$ cat config.mk
export PLATFORM = sky130hd
export DESIGN_NAME = bkram_ctrl
export DESIGN_NICKNAME = d
export VERILOG_FILES = /design/src/rtl/bkram_pkg.sv /design/src/rtl/edge_det.sv /design/src/rtl/bkram_ctrl.sv
export SDC_FILE = /design/constraint.sdc
export NUM_CORES = 1
export LEC_CHECK = 0
export ABC_AREA = 1
export CORE_ASPECT_RATIO = 0.5
export CORE_MARGIN = 1.5
export CORE_UTILIZATION = 40
export CTS_CLUSTER_DIAMETER = 40
export DETAILED_ROUTE_END_ITERATION = 7
export DONT_BUFFER_PORTS = 1
export PLACE_DENSITY_LB_ADDON = 0.08
export SLEW_MARGIN = 20
export SYNTH_ARGS = -nofsm -noshare
export SYNTH_HDL_FRONTEND = slang
export SYNTH_HIERARCHICAL = 1
export SYNTH_SLANG_ARGS = --single-unit
$ cat constraint.sdc
create_clock -name clk_sys -period 2.3 [get_ports clk_sys]
set_input_delay 0.345 -clock clk_sys [delete_from_list [all_inputs] [get_ports clk_sys]]
set_output_delay 0.345 -clock clk_sys [all_outputs]
set_load 0.01 [all_outputs]
$ cat src/rtl/bkram_pkg.sv
// Shared types and helpers for the backup-RAM transfer sequencer.
package bkram_pkg;

    typedef enum logic [1:0] {IDLE, REQ, XFER} state_t;

    localparam int SECTOR_BYTES = 512;

    function automatic int clog2(input int value);
        int w;
        w = 0;
        for (int i = 0; i < 31; i++) begin
            if ((1 << i) < value) w = i + 1;
        end
        return w;
    endfunction

endpackage

$ cat src/rtl/edge_det.sv
// Registered-history edge detector: rise/fall are combinational from d and the
// previous-cycle value, so an edge is visible in the same cycle d changes.
module edge_det (
    input  logic clk_sys,
    input  logic reset,
    input  logic d,
    output logic rise,
    output logic fall
);

    logic prev;

    always_ff @(posedge clk_sys) begin
        if (reset) prev <= 1'b0;
        else       prev <= d;
    end

    assign rise = d & ~prev;
    assign fall = ~d & prev;

endmodule

$ cat src/rtl/bkram_ctrl.sv
// Backup-RAM sequencer: sector-by-sector load/save between NVRAM and SD image.
// Request edge -> sd_rd/sd_wr in 1 cycle; requests while busy are dropped.
module bkram_ctrl
    import bkram_pkg::*;
#(
    parameter int          SECTORS     = 64,
    parameter logic [23:0] ACK_TIMEOUT = 24'd12_000_000
) (
    input  logic        clk_sys,
    input  logic        reset,
    input  logic        cart_download,
    input  logic        img_mounted,
    input  logic        img_readonly,
    input  logic        img_size_nz,
    input  logic        osd_status,
    input  logic        load_req,
    input  logic        save_req,
    input  logic        autosave_en,
    input  logic        nvram_we,
    input  logic        sd_ack,
    output logic [31:0] sd_lba,
    output logic        sd_rd,
    output logic        sd_wr,
    output logic        bk_ena,
    output logic        bk_busy,
    output logic        bk_loading,
    output logic        bk_pending,
    output logic        bk_error
);

    localparam int LW = (clog2(SECTORS) > 0) ? clog2(SECTORS) : 1;

    state_t        state, state_nx;
    logic [LW-1:0] lba, lba_nx;
    logic [23:0]   timer, timer_nx;
    logic          rd_q, rd_nx, wr_q, wr_nx;
    logic          busy_q, busy_nx, loading_q, loading_nx, error_q, error_nx;
    logic          ena_q, pending_q;

    logic load_rise, load_fall, save_rise, save_fall, auto_rise, auto_fall;
    logic dl_rise, dl_fall, ack_rise, ack_fall;
    logic auto_trig, start_load, start_save, last_sector, timed_out;

    assign auto_trig = pending_q & osd_status & autosave_en;

    edge_det u_load (.clk_sys(clk_sys), .reset(reset), .d(load_req & ena_q),
                     .rise(load_rise), .fall(load_fall));
    edge_det u_save (.clk_sys(clk_sys), .reset(reset), .d(save_req & ena_q),
                     .rise(save_rise), .fall(save_fall));
    edge_det u_auto (.clk_sys(clk_sys), .reset(reset), .d(auto_trig & ena_q),
                     .rise(auto_rise), .fall(auto_fall));
    edge_det u_dl   (.clk_sys(clk_sys), .reset(reset), .d(cart_download),
                     .rise(dl_rise), .fall(dl_fall));
    edge_det u_ack  (.clk_sys(clk_sys), .reset(reset), .d(sd_ack),
                     .rise(ack_rise), .fall(ack_fall));

    logic unused_edges;
    assign unused_edges = ^{load_fall, save_fall, auto_fall};

    assign start_load  = load_rise | (dl_fall & img_size_nz & ena_q);
    assign start_save  = save_rise | auto_rise;
    assign last_sector = (lba == LW'(SECTORS - 1));
    assign timed_out   = (ACK_TIMEOUT != 24'd0) && (timer == ACK_TIMEOUT - 24'd1);

    always_comb begin
        state_nx   = state;
        lba_nx     = lba;
        rd_nx      = rd_q;
        wr_nx      = wr_q;
        busy_nx    = busy_q;
        loading_nx = loading_q;
        error_nx   = error_q;
        case (state)
            IDLE: begin
                // Load outranks save; a coincident save edge is simply lost.
                if (start_load | start_save) begin
                    state_nx   = REQ;
                    lba_nx     = '0;
                    busy_nx    = 1'b1;
                    loading_nx = start_load;
                    error_nx   = 1'b0;
                    rd_nx      = start_load;
                    wr_nx      = ~start_load;
                end
            end
            REQ: begin
                if (ack_rise) begin
                    rd_nx    = 1'b0;
                    wr_nx    = 1'b0;
                    state_nx = XFER;
                end else if (timed_out) begin
                    state_nx   = IDLE;
                    rd_nx      = 1'b0;
                    wr_nx      = 1'b0;
                    busy_nx    = 1'b0;
                    loading_nx = 1'b0;
                    error_nx   = 1'b1;
                end
            end
            XFER: begin
                if (ack_fall) begin
                    if (last_sector) begin
                        state_nx   = IDLE;
                        busy_nx    = 1'b0;
                        loading_nx = 1'b0;
                    end else begin
                        state_nx = REQ;
                        lba_nx   = lba + 1'b1;
                        rd_nx    = loading_q;
                        wr_nx    = ~loading_q;
                    end
                end else if (timed_out) begin
                    state_nx   = IDLE;
                    busy_nx    = 1'b0;
                    loading_nx = 1'b0;
                    error_nx   = 1'b1;
                end
            end
            default: state_nx = IDLE;
        endcase
        // Restart the watchdog on every state entry.
        timer_nx = (state_nx != state || state == IDLE) ? 24'd0 : timer + 24'd1;
    end

    always_ff @(posedge clk_sys) begin
        if (reset) begin
            state     <= IDLE;
            lba       <= '0;
            timer     <= '0;
            rd_q      <= 1'b0;
            wr_q      <= 1'b0;
            busy_q    <= 1'b0;
            loading_q <= 1'b0;
            error_q   <= 1'b0;
            ena_q     <= 1'b0;
            pending_q <= 1'b0;
        end else begin
            state     <= state_nx;
            lba       <= lba_nx;
            timer     <= timer_nx;
            rd_q      <= rd_nx;
            wr_q      <= wr_nx;
            busy_q    <= busy_nx;
            loading_q <= loading_nx;
            error_q   <= error_nx;
            if (cart_download & img_mounted & ~img_readonly) ena_q <= 1'b1;
            else if (dl_rise)                                ena_q <= 1'b0;
            if (ena_q & ~osd_status & nvram_we) pending_q <= 1'b1;
            else if (busy_q)                    pending_q <= 1'b0;
        end
    end

    assign sd_lba     = 32'(lba);
    assign sd_rd      = rd_q;
    assign sd_wr      = wr_q;
    assign bk_ena     = ena_q;
    assign bk_busy    = busy_q;
    assign bk_loading = loading_q;
    assign bk_pending = pending_q;
    assign bk_error   = error_q;

endmodule

==> results by stage, run 1 <==
Min path:
- The launch instance of the worst min-delay path is reset.
- The path class of the tightest hold or removal check is in -> reg.
- The cell depth of the worst hold path is 1.

Final layout:
- The register with the most flip-flops in the layout has 24 of them.
- The post-layout utilization of the core is 0.446.
- The final standard cell area without fillers is 2700 um^2.
- In the final layout, the share of cells above drive strength 1 is 0.124.
- In the final design database the tool counted 372 nets.
- After filler insertion, the fill cell instance count of the layout stands at 628.
- Leaving out fill and tap cells, the most frequent cell in the layout is sky130_fd_sc_hd__nand2_1.
- Leaving out fill and tap cells, the most frequent cells in the layout are sky130_fd_sc_hd__nand2_1 (60), sky130_fd_sc_hd__nor2_1 (52), sky130_fd_sc_hd__inv_1 (49), sky130_fd_sc_hd__dfxtp_1 (44), sky130_fd_sc_hd__conb_1 (26).
- The repair_antennas step left the layout with diodes totalling 0.
- The largest registers in the layout are timer x24, lba x6, state x2.
- From synthesis to final layout, the design area changed by 8.33%.
- timer holds more flip-flops than any other register.

Place:
- The area of placed instances is 2520 um^2.
- The routability congestion estimate from global placement is 0.848.
- The number of port buffers is 0.
- After legalization and detailed placement, the total HPWL measured 3.31 mm.
- Prior to clock tree synthesis, the placed netlist has a worst setup slack of 0.325 ns.

Critical path:
- The number of cells on the worst reg-to-reg path is 13.
- At the worst endpoint, the arrival time is 2.16 ns.
- Along the worst path, the maximum fanout reaches 24.
- The origin of the worst setup path is lba[0].
- STA classifies the critical path endpoint as a flip-flop.
- The launch point of the worst reg-to-reg path is lba[0].
- The startpoint type of the worst setup path is a flip-flop.
- The type of the worst setup path is reg -> reg.
- The required time of the critical path is 2.47 ns.

CTS:
- The CTS root buffer is sky130_fd_sc_hd__clkbuf_16.
- The maximum root-to-sink buffer count is 2.
- Clock tree synthesis found a total of 44 sinks.
- The total of hold buffers inserted after clock tree synthesis is 0.
- The number of cells upsized or downsized after cts is 0.
- In this run the post-CTS setup repair buffer count came out at 0.
- Clock-pin slew was measured on the worst setup and hold paths at 0.06 ns.
- The H-tree was split into 2 levels.
- The later pin in the worst-skew pair is clocked with a latency of 0.28 ns.
- In this run, CTS created clock tree buffers numbering 5.
- The CTS tree is built.

Floorplan:
- In this run the count of I/O pins placed on the die edge is 51.
- The initial standard-cell utilization of the core is 0.412.
- The horizontal die dimension is 115 um.
- The number of standard-cell rows in the floorplan is 20.
- The die area is 6750 um^2.
- The core region is 6060 um^2.
- The die outline height is 58.8 um.

STA:
- The max-slew violation count came to 0.
- For the final routed database, the setup TNS stands at 0 ns.
- The clock arrives with 0.00393 ns of skew.
- The count of final hold-check violations is 0.
- Timing would allow up to 503 MHz.
- Setup repair after global routing left no endpoint under its margin.
- Of the available clock period, the critical path in the final layout requires 0.865.
- The final period demand of the worst path is 1.99 ns.
- The final setup violation count is 0.
- The worst hold-check slack is 0.126 ns.
- Setup slack on the critical path of the routed design comes to 0.311 ns.

Route:
- For this block, the routed nets add up to 4.38 mm of wire.
- The wire length per cell is 9.88 um.
- The via-per-instance ratio is 4.47.
- For this run, the detailed router's first-pass iteration total came to 5.
- The DRC marker count from the first detailed-route iteration is 51.
- For this block, the via count after detailed routing is 1978.
- Once detail routing completed, the nets flagged for antenna violations numbered 0.
- The final routed DRC violation total is 0.

Global routing:
- Entering global routing, the biggest net connects 25 pins.
- The sum of overflow across all layers after global routing is 0.
- The number of global-route vias before repair came to 1794.
- The first global-routing pass estimated 7.56 mm of wire.
- The global router's overall resource usage is 0.141.
- The initial antenna violation count is 0.

Pwr:
- Summed over all cells, the static leakage comes to 1.12 nW.
- The worst-case IR drop observed on VDD is 326 uV.
- In this run the power density over the cells is 673 nW/um^2.

Yosys:
- The Yosys step of the flow raised 6 warnings.
- Summing every instance area after synthesis gives 2490 um^2.
- The synthesized netlist cell count is 347.
- The average cell area after synthesis is 7.19 um^2.

Job:
- The tool flagged a number of max-cap violations equal to 0.

Run status:
- The flow ran to the end, and the final reports show no timing, DRC or antenna violations.
==> final cells by class <==
cell class	count	area, um^2	share of cell area
Tap cell	88	110	0.0408
Inverter	51	191	0.0709
Sequential cell	44	881	0.326
Clock buffer	7	153	0.0565
Multi-Input combinational cell	248	1290	0.479
Timing Repair Buffer	4	42.5	0.0157
Clock inverter	1	30.0	0.0111
==> metrics by stage <==
stage               power (mW)  instances
floorplan                0.982        372
global placement         0.982        435
detailed placement       0.983        435
CTS                       1.85        443
global route              1.90        443
finish                    1.82        443
==> power breakdown <==
part / switching [mW] / internal (mW)
Clock: 0.282 / 0.572
Sequential: 0.0249 / 0.783
Combinational: 0.107 / 0.0515
Total: 0.413 / 1.41
==> critical path, cell delays in order (launching register included) <==
cell,delay (ns)
sky130_fd_sc_hd__dfxtp_1,0.46
sky130_fd_sc_hd__ha_1,0.21
sky130_fd_sc_hd__nand2_1,0.09
sky130_fd_sc_hd__nor2_1,0.15
sky130_fd_sc_hd__nand2_1,0.09
sky130_fd_sc_hd__nand3_1,0.15
sky130_fd_sc_hd__inv_2,0.05
sky130_fd_sc_hd__a21oi_2,0.12
sky130_fd_sc_hd__nand2_1,0.08
sky130_fd_sc_hd__nand3_1,0.07
sky130_fd_sc_hd__nand2_1,0.06
sky130_fd_sc_hd__nand3_2,0.09
sky130_fd_sc_hd__buf_12,0.19
sky130_fd_sc_hd__nor2_1,0.06
==> layer usage <==
metal  vias up  wire length (um)  GRT usage
li1       1032                 -          -
met1       877              2080      0.174
met2        64              1960      0.244
met3         5               309     0.0433
met4         0                29     0.0357
met5         -                 0          0
==> final timing paths <==
check	slack, ns	to
worst max-delay path	0.31	timer[0]
worst min-delay path	0.13	bk_ena
worst max register to register	0.31	timer[0]
worst min register to register	0.45	timer[0]
Note: power is estimated with default switching activity, not from simulation.
==> run 2, diff against run 1 <==
PLACE_DENSITY_LB_ADDON = 0.2   (was 0.08)
==> run 2 against run 1 <==
Effect of this change:
- hold slack improved by 0.00083 ns
- sequential share of layout area rose by 0.79 points
- setup slack got worse by 0.054 ns
- sequential power about the same
- highest routed layer unchanged
- largest power group is now sequential cells
- fmax down 2.6%
- cell count is 0.68% lower
- count of clock-buffer cells in the layout is 1 lower
- non-clock buffer count fell by 2
- critical endpoint is now lba[4]
- via count shrank 2.3%
- critical path depth is 3 lower
- combinational power barely moved
==> results by stage, run 2 (synthesized netlist as in run 1, its figures left out) <==
Route:
- The final routed wirelength across all metal layers is 4.35 mm.
- The via-per-instance ratio is 4.39.
- The DRC marker count from the first detailed-route iteration is 47.
- The iteration count of the initial detailed-routing pass is 4.
- The final routed DRC violation total is 0.
- The routed layout has 1932 vias.
- The remaining antenna violation count after routing is 0.
- The wire length per cell is 9.88 um.

Place:
- The count of buffers added on input and output ports is 0.
- The routability congestion estimate from global placement is 0.810.
- The post-detailed-placement half-perimeter wirelength is 3.33 mm.

STA:
- In the final timing run, aggregate negative setup slack is 0 ns.
- The post-route clock skew is 0.00406 ns.
- Final hold analysis gives a worst-case slack of 0.127 ns.
- The final period demand of the worst path is 2.04 ns.
- The max-slew violation count is 0.
- The final setup violation count is 0.
- The maximum achievable frequency is 490 MHz.
- The count of final hold-check violations is 0.
- The post-route fraction of the period consumed by the critical path is 0.888.
- Setup repair after global routing left no endpoint under its margin.

CTS:
- The maximum root-to-sink buffer count is 2.
- The CTS tree is built.
- Clock tree synthesis inserted a total of 5 buffers.
- Buffers inserted to repair hold after CTS numbered 0.
- CTS built an H-tree with a depth of 2.
- The clock slew seen by the registers of the worst setup and hold paths is 0.06 ns.
- After clock tree synthesis, the setup repair step added 0 buffers.
- Clock tree synthesis found a total of 44 sinks.
- The CTS root buffer is sky130_fd_sc_hd__clkbuf_16.
- The number of cells upsized or downsized after cts is 0.
- The clock latency at the later pin of the worst-skew pair is 0.28 ns.

Final layout:
- After filler insertion, the fill cell instance count of the layout stands at 654.
- After the last flow step, the layout net total stands at 370.
- In the layout the commonest cells are sky130_fd_sc_hd__nand2_1 (60), sky130_fd_sc_hd__nor2_1 (52), sky130_fd_sc_hd__inv_1 (49), sky130_fd_sc_hd__dfxtp_1 (44), sky130_fd_sc_hd__conb_1 (26).
- In the final layout, the registers with the most flip-flops are timer x24, lba x6, state x2.
- The top register by number of flip-flops is timer.
- The number of flip-flops in the largest register is 24.
- The most common cell after layout, fill and taps aside is sky130_fd_sc_hd__nand2_1.
- The count of inserted antenna diode cells is 0.
- From synthesis to final layout, the design area changed by 5.77%.
- The share of post-route cells with drive strength above 1 is 0.114.

Global routing:
- Entering global routing, the biggest net connects 25 pins.
- The first global-routing pass estimated 7.33 mm of wire.
- The total overflow left after global routing is 0.
- The number of global-route vias before repair is 1721.
- The initial antenna violation count came to 0.
- The global router's overall resource usage is 0.139.

Critical path:
- STA classifies the critical path startpoint as a flip-flop.
- Together, buffers and inverters on the worst path number 0.
- Walking the worst path, the cells encountered are ha_1 > nand2_1 > nor2_1 > nand2_1 > nand3_1 > nand2_1 > nand2_1 > o21ai_1 > o21bai_1 > a21oi_1.
- The data arrival time of the worst path is 2.25 ns.
- The worst setup path is of the reg -> reg kind.
- On the critical path, the stage with the largest delay is an instance of sky130_fd_sc_hd__dfxtp_1.
- The top cell family by delay on the critical path is simple AND/OR/NAND/NOR gates.
- The library cell appearing most often on the critical path is sky130_fd_sc_hd__nand2_1.
- The endpoint class of the critical path is a flip-flop.
- The required time of the critical path is 2.51 ns.
- The biggest cell delay along the critical path is 0.46 ns.
- In this run the worst path has a maximum fanout of 8.

Pwr:
- The net switching share of the total power is 0.251.
- The analysis attributes to net switching a power of 0.410 mW.
- Of the total power, combinational logic draws 0.096.
- The relative contribution of sequential cells to total power is 0.494.
- The worst-case IR drop observed on VDD is 308 uV.
- The power per cell area is 620 nW/um^2.
- The share of total power dissipated in the clock network is 0.411.
- The design internal power is 1.23 mW.
- Summed over all cells, the static leakage comes to 1.09 nW.

Min path:
- The worst hold-check path type is in -> reg.

Floorplan:
- The core region area is 6060 um^2.
- The floorplan has 20 rows.
- The floorplan step set the die height to 58.8 um.
- For this design the top-level I/O count stands at 51.
- The die covers 6750 um^2.
- The initial utilization of the core area, before any placement, comes to 0.412.
- The horizontal die dimension is 115 um.

Run status:
- The flow ran to the end, and the final reports show no timing, DRC or antenna violations.

Job:
- Across the run, the number of max-cap violations was 0.
[run 2: cell count changes in the layout (fill, tap and decap cells not counted), sizes merged]
cell / before / now
clkinv: 0 / 1
clkbuf: 7 / 6
bufinv: 1 / 0
buf: 4 / 2
[run 2: cell type report]
| class | instances | area (um^2) | share of cell area |
|---|---|---|---|
| Multi-Input combinational cell | 248 | 1290 | 0.491 |
| Sequential cell | 44 | 881 | 0.334 |
| Inverter | 51 | 191 | 0.0726 |
| Clock buffer | 6 | 129 | 0.0489 |
| Tap cell | 88 | 110 | 0.0417 |
| Timing Repair Buffer | 2 | 27.5 | 0.0104 |
| Clock inverter | 1 | 5.00 | 0.00190 |
[run 2: path summary, 6_finish.rpt]
check                  end      from  depth (start not counted)  slack, ns
setup reg to reg    lba[4]    lba[0]                         10       0.26
setup / recovery    lba[4]    lba[0]                         10       0.26
hold / removal     bk_busy     reset                          1       0.13
hold reg to reg   timer[0]  timer[0]                          1       0.45
[run 2: routing by layer]
metal / vias up / track usage / share of wire
met5: - / 0 / 0
li1: 1023 / - / -
met3: 6 / 0.0536 / 0.063
met2: 60 / 0.230 / 0.43
met4: 0 / 0.0429 / 0.0094
met1: 843 / 0.169 / 0.49
[run 2: per-stage QoR]
step	power [mW]	setup WS, ns	util	area, um^2	cells
3_5_place_dp	0.980	0.301	0.413	2500	433
2_1_floorplan	0.982	0.531	-	2590	372
4_1_cts	1.66	0.278	0.436	2640	440
6_report	1.64	0.258	0.436	2640	440
3_3_place_gp	0.977	0.355	0.413	2500	433
5_1_grt	1.72	0.0987	0.436	2640	440
[run 2: power groups by stage]
stage          registers (mW)  clock network [mW]  logic (mW)
2_1_floorplan           0.823                   0       0.159
3_3_place_gp            0.825                   0       0.152
3_5_place_dp            0.825                   0       0.155
4_1_cts                 0.808               0.692       0.156
5_1_grt                 0.811               0.726       0.178
6_report                0.808               0.672       0.157
==> run 3, diff against run 2 <==
PLACE_DENSITY = 0.57   (was not set)
PLACE_DENSITY_LB_ADDON = not set   (was 0.2)
==> run 3 against run 2 <==
Effect of this change:
- cell count stayed put
- die area stayed put
- design area is 0.85% higher
- global-route usage is 0.87 points higher
- clock skew is 0.00084 ns higher
- combinational power is 6% lower
- first-iteration DRC count is 13% lower
- hold slack worse by 0.0068 ns
- via count is 0.67% higher
- critical path type unchanged
==> results by stage, run 3 (synthesized netlist as in run 1, its figures left out) <==
Final layout:
- The area taken by multi-input logic gates is 1290 um^2.
- The largest registers in the layout are timer x24, lba x6, state x2.
- Fill cells in the final layout number 632.
- The number of flip-flops in the largest register is 24.
- The finished layout holds 440 standard cells, fillers aside.
- The share of post-route cells with drive strength above 1 is 0.114.
- 0 antenna diodes ended up in the layout.
- In the layout the commonest cells are sky130_fd_sc_hd__nand2_1 (60), sky130_fd_sc_hd__nor2_1 (52), sky130_fd_sc_hd__inv_1 (49), sky130_fd_sc_hd__dfxtp_1 (44), sky130_fd_sc_hd__conb_1 (26).
- The layout net count is 369.
- From synthesis to final layout, the design area changed by 6.67%.
- The top register by number of flip-flops is timer.
- The library cell used most frequently in the layout, excluding fill and tap cells, is sky130_fd_sc_hd__nand2_1.
- The sequential cell area is 881 um^2.

Critical path:
- The startpoint type of the worst setup path is a flip-flop.
- Along the worst path, the maximum fanout reaches 8.
- For the worst flop-to-flop path, the logic depth is 10.
- The type of the worst setup path is reg -> reg.
- The endpoint class of the critical path is a flip-flop.
- Data arrives at the worst endpoint at 2.22 ns.
- The required time of the critical path is 2.52 ns.

Place:
- Detailed placement ended at an HPWL of 3.28 mm.
- The routability congestion estimate from global placement is 0.853.
- The cell count after placement is 432.
- Port buffering added 0 buffers.

Global routing:
- The initial antenna violation count was 0.
- Entering global routing, the biggest net connects 25 pins.
- In the global route stage, overall resource usage came out at 0.147.
- The first-pass GRT wire length is 7.71 mm.
- The number of global-route vias before repair is 1832.
- Summed over all layers, the global routing overflow is 0.

STA:
- The post-route clock skew is 0.00490 ns.
- The count of final hold-check violations was 0.
- The max-slew violation count was 0.
- The sum of negative setup slack is 0 ns.
- Timing would allow up to 500 MHz.
- The final setup violation count is 0.
- Setup repair after global routing left no endpoint under its margin.
- The final period demand of the worst path is 2.00 ns.
- Dividing the final minimum period by the clock period gives 0.870.

Floorplan:
- After floorplanning, the core was sized to cover 6060 um^2.
- For this configuration, the core starts out at a cell density of 0.412.
- The horizontal die dimension is 115 um.
- The number of standard-cell rows in the floorplan is 20.
- The die is 58.8 um tall.
- During I/O placement, the number of pins put on the boundary was 51.
- The die area is 6750 um^2.

CTS:
- The clock latency at the later pin of the worst-skew pair is 0.29 ns.
- Buffers inserted during clock tree synthesis total 5.
- The CTS tree is built.
- CTS built an H-tree with a depth of 2.
- The clock sink count is 44.
- CTS placed an instance of sky130_fd_sc_hd__clkbuf_16 at the clock tree root.
- The maximum root-to-sink buffer count is 2.
- The total of hold buffers inserted after clock tree synthesis is 0.
- Gates resized during post-CTS repair numbered 0.
- Once the clock tree was built, the setup fixing pass inserted 0 buffers.
- The clock slew seen by the registers of the worst setup and hold paths is 0.06 ns.

Min path:
- The worst hold path belongs to the class in -> reg.
- Along the worst hold path, the cell count comes to 1.

Run status:
- The flow ran to the end, and the final reports show no timing, DRC or antenna violations.

Route:
- The final route contains 1945 vias.
- The via-per-instance ratio is 4.42.
- The final routed DRC violation total is 0.
- In the final routed layout, each cell accounts on average for 9.92 um.
- The detail route stage leaves a number of antenna-violating nets equal to 0.
- Summed over all layers, the routed wires come to 4.36 mm.
- The first routing iteration left 41 violations.
- Before antenna repair, the detailed router went through 4 iterations.

Pwr:
- The total leakage power is 1.10 nW.
- The peak supply drop is 347 uV.
- The power per cell area is 659 nW/um^2.
- The total power of the final layout is 1.75 mW.

Job:
- The max-cap check violation count is 0.
## run 3: cell count changes in the layout (fill, tap and decap cells not counted), sizes merged
cell    before  now
buf          2    1
bufinv       0    1
## run 3: report_power, final
part	leakage [nW]	total [mW]	switching (mW)	internal (mW)
clock network	0.0808	0.793	0.282	0.510
logic	0.661	0.148	0.102	0.0455
registers	0.356	0.812	0.0287	0.783
total	1.10	1.75	0.413	1.34
## run 3: metrics by stage
| stage | util | hold slack (ns) | setup slack (ns) | area [um^2] |
|---|---|---|---|---|
| after global routing | 0.439 | 0.107 | 0.0619 | 2660 |
| after floorplan | - | 0.417 | 0.531 | 2590 |
| after detailed placement | 0.412 | 0.418 | 0.315 | 2500 |
| after global placement | 0.412 | 0.417 | 0.341 | 2500 |
| final | 0.439 | 0.120 | 0.298 | 2660 |
| after CTS | 0.439 | 0.117 | 0.299 | 2660 |
## run 3: layout make-up
cell class / count / area share
Tap cell: 88 / 0.0414
Timing Repair Buffer: 1 / 0.00753
Multi-Input combinational cell: 248 / 0.486
Clock buffer: 6 / 0.0484
Sequential cell: 44 / 0.331
Clock inverter: 2 / 0.0132
Inverter: 51 / 0.0720
## run 3: critical path: stages, from the launching register on
cell and delay, ns:
sky130_fd_sc_hd__dfxtp_1 0.46, sky130_fd_sc_hd__ha_1 0.22, sky130_fd_sc_hd__nand2_1 0.09, sky130_fd_sc_hd__nor2_1 0.15, sky130_fd_sc_hd__nand2_1 0.08, sky130_fd_sc_hd__nand3_1 0.15, sky130_fd_sc_hd__nand2_1 0.09, sky130_fd_sc_hd__nand2_1 0.21
sky130_fd_sc_hd__o21ai_1 0.18, sky130_fd_sc_hd__o21bai_1 0.19, sky130_fd_sc_hd__a21oi_1 0.11
## run 3: worst paths after layout
path,from,to,slack [ns]
setup / recovery,lba[1],lba[4],0.30
setup reg to reg,lba[1],lba[4],0.30
hold reg to reg,timer[0],timer[0],0.45
hold / removal,reset,u_dl/prev,0.12
## run 3: layer usage
metal,GRT usage,share of wire
met3,0.0649,0.069
met5,0,0
met4,0.0429,0.0064
met1,0.169,0.48
met2,0.254,0.44
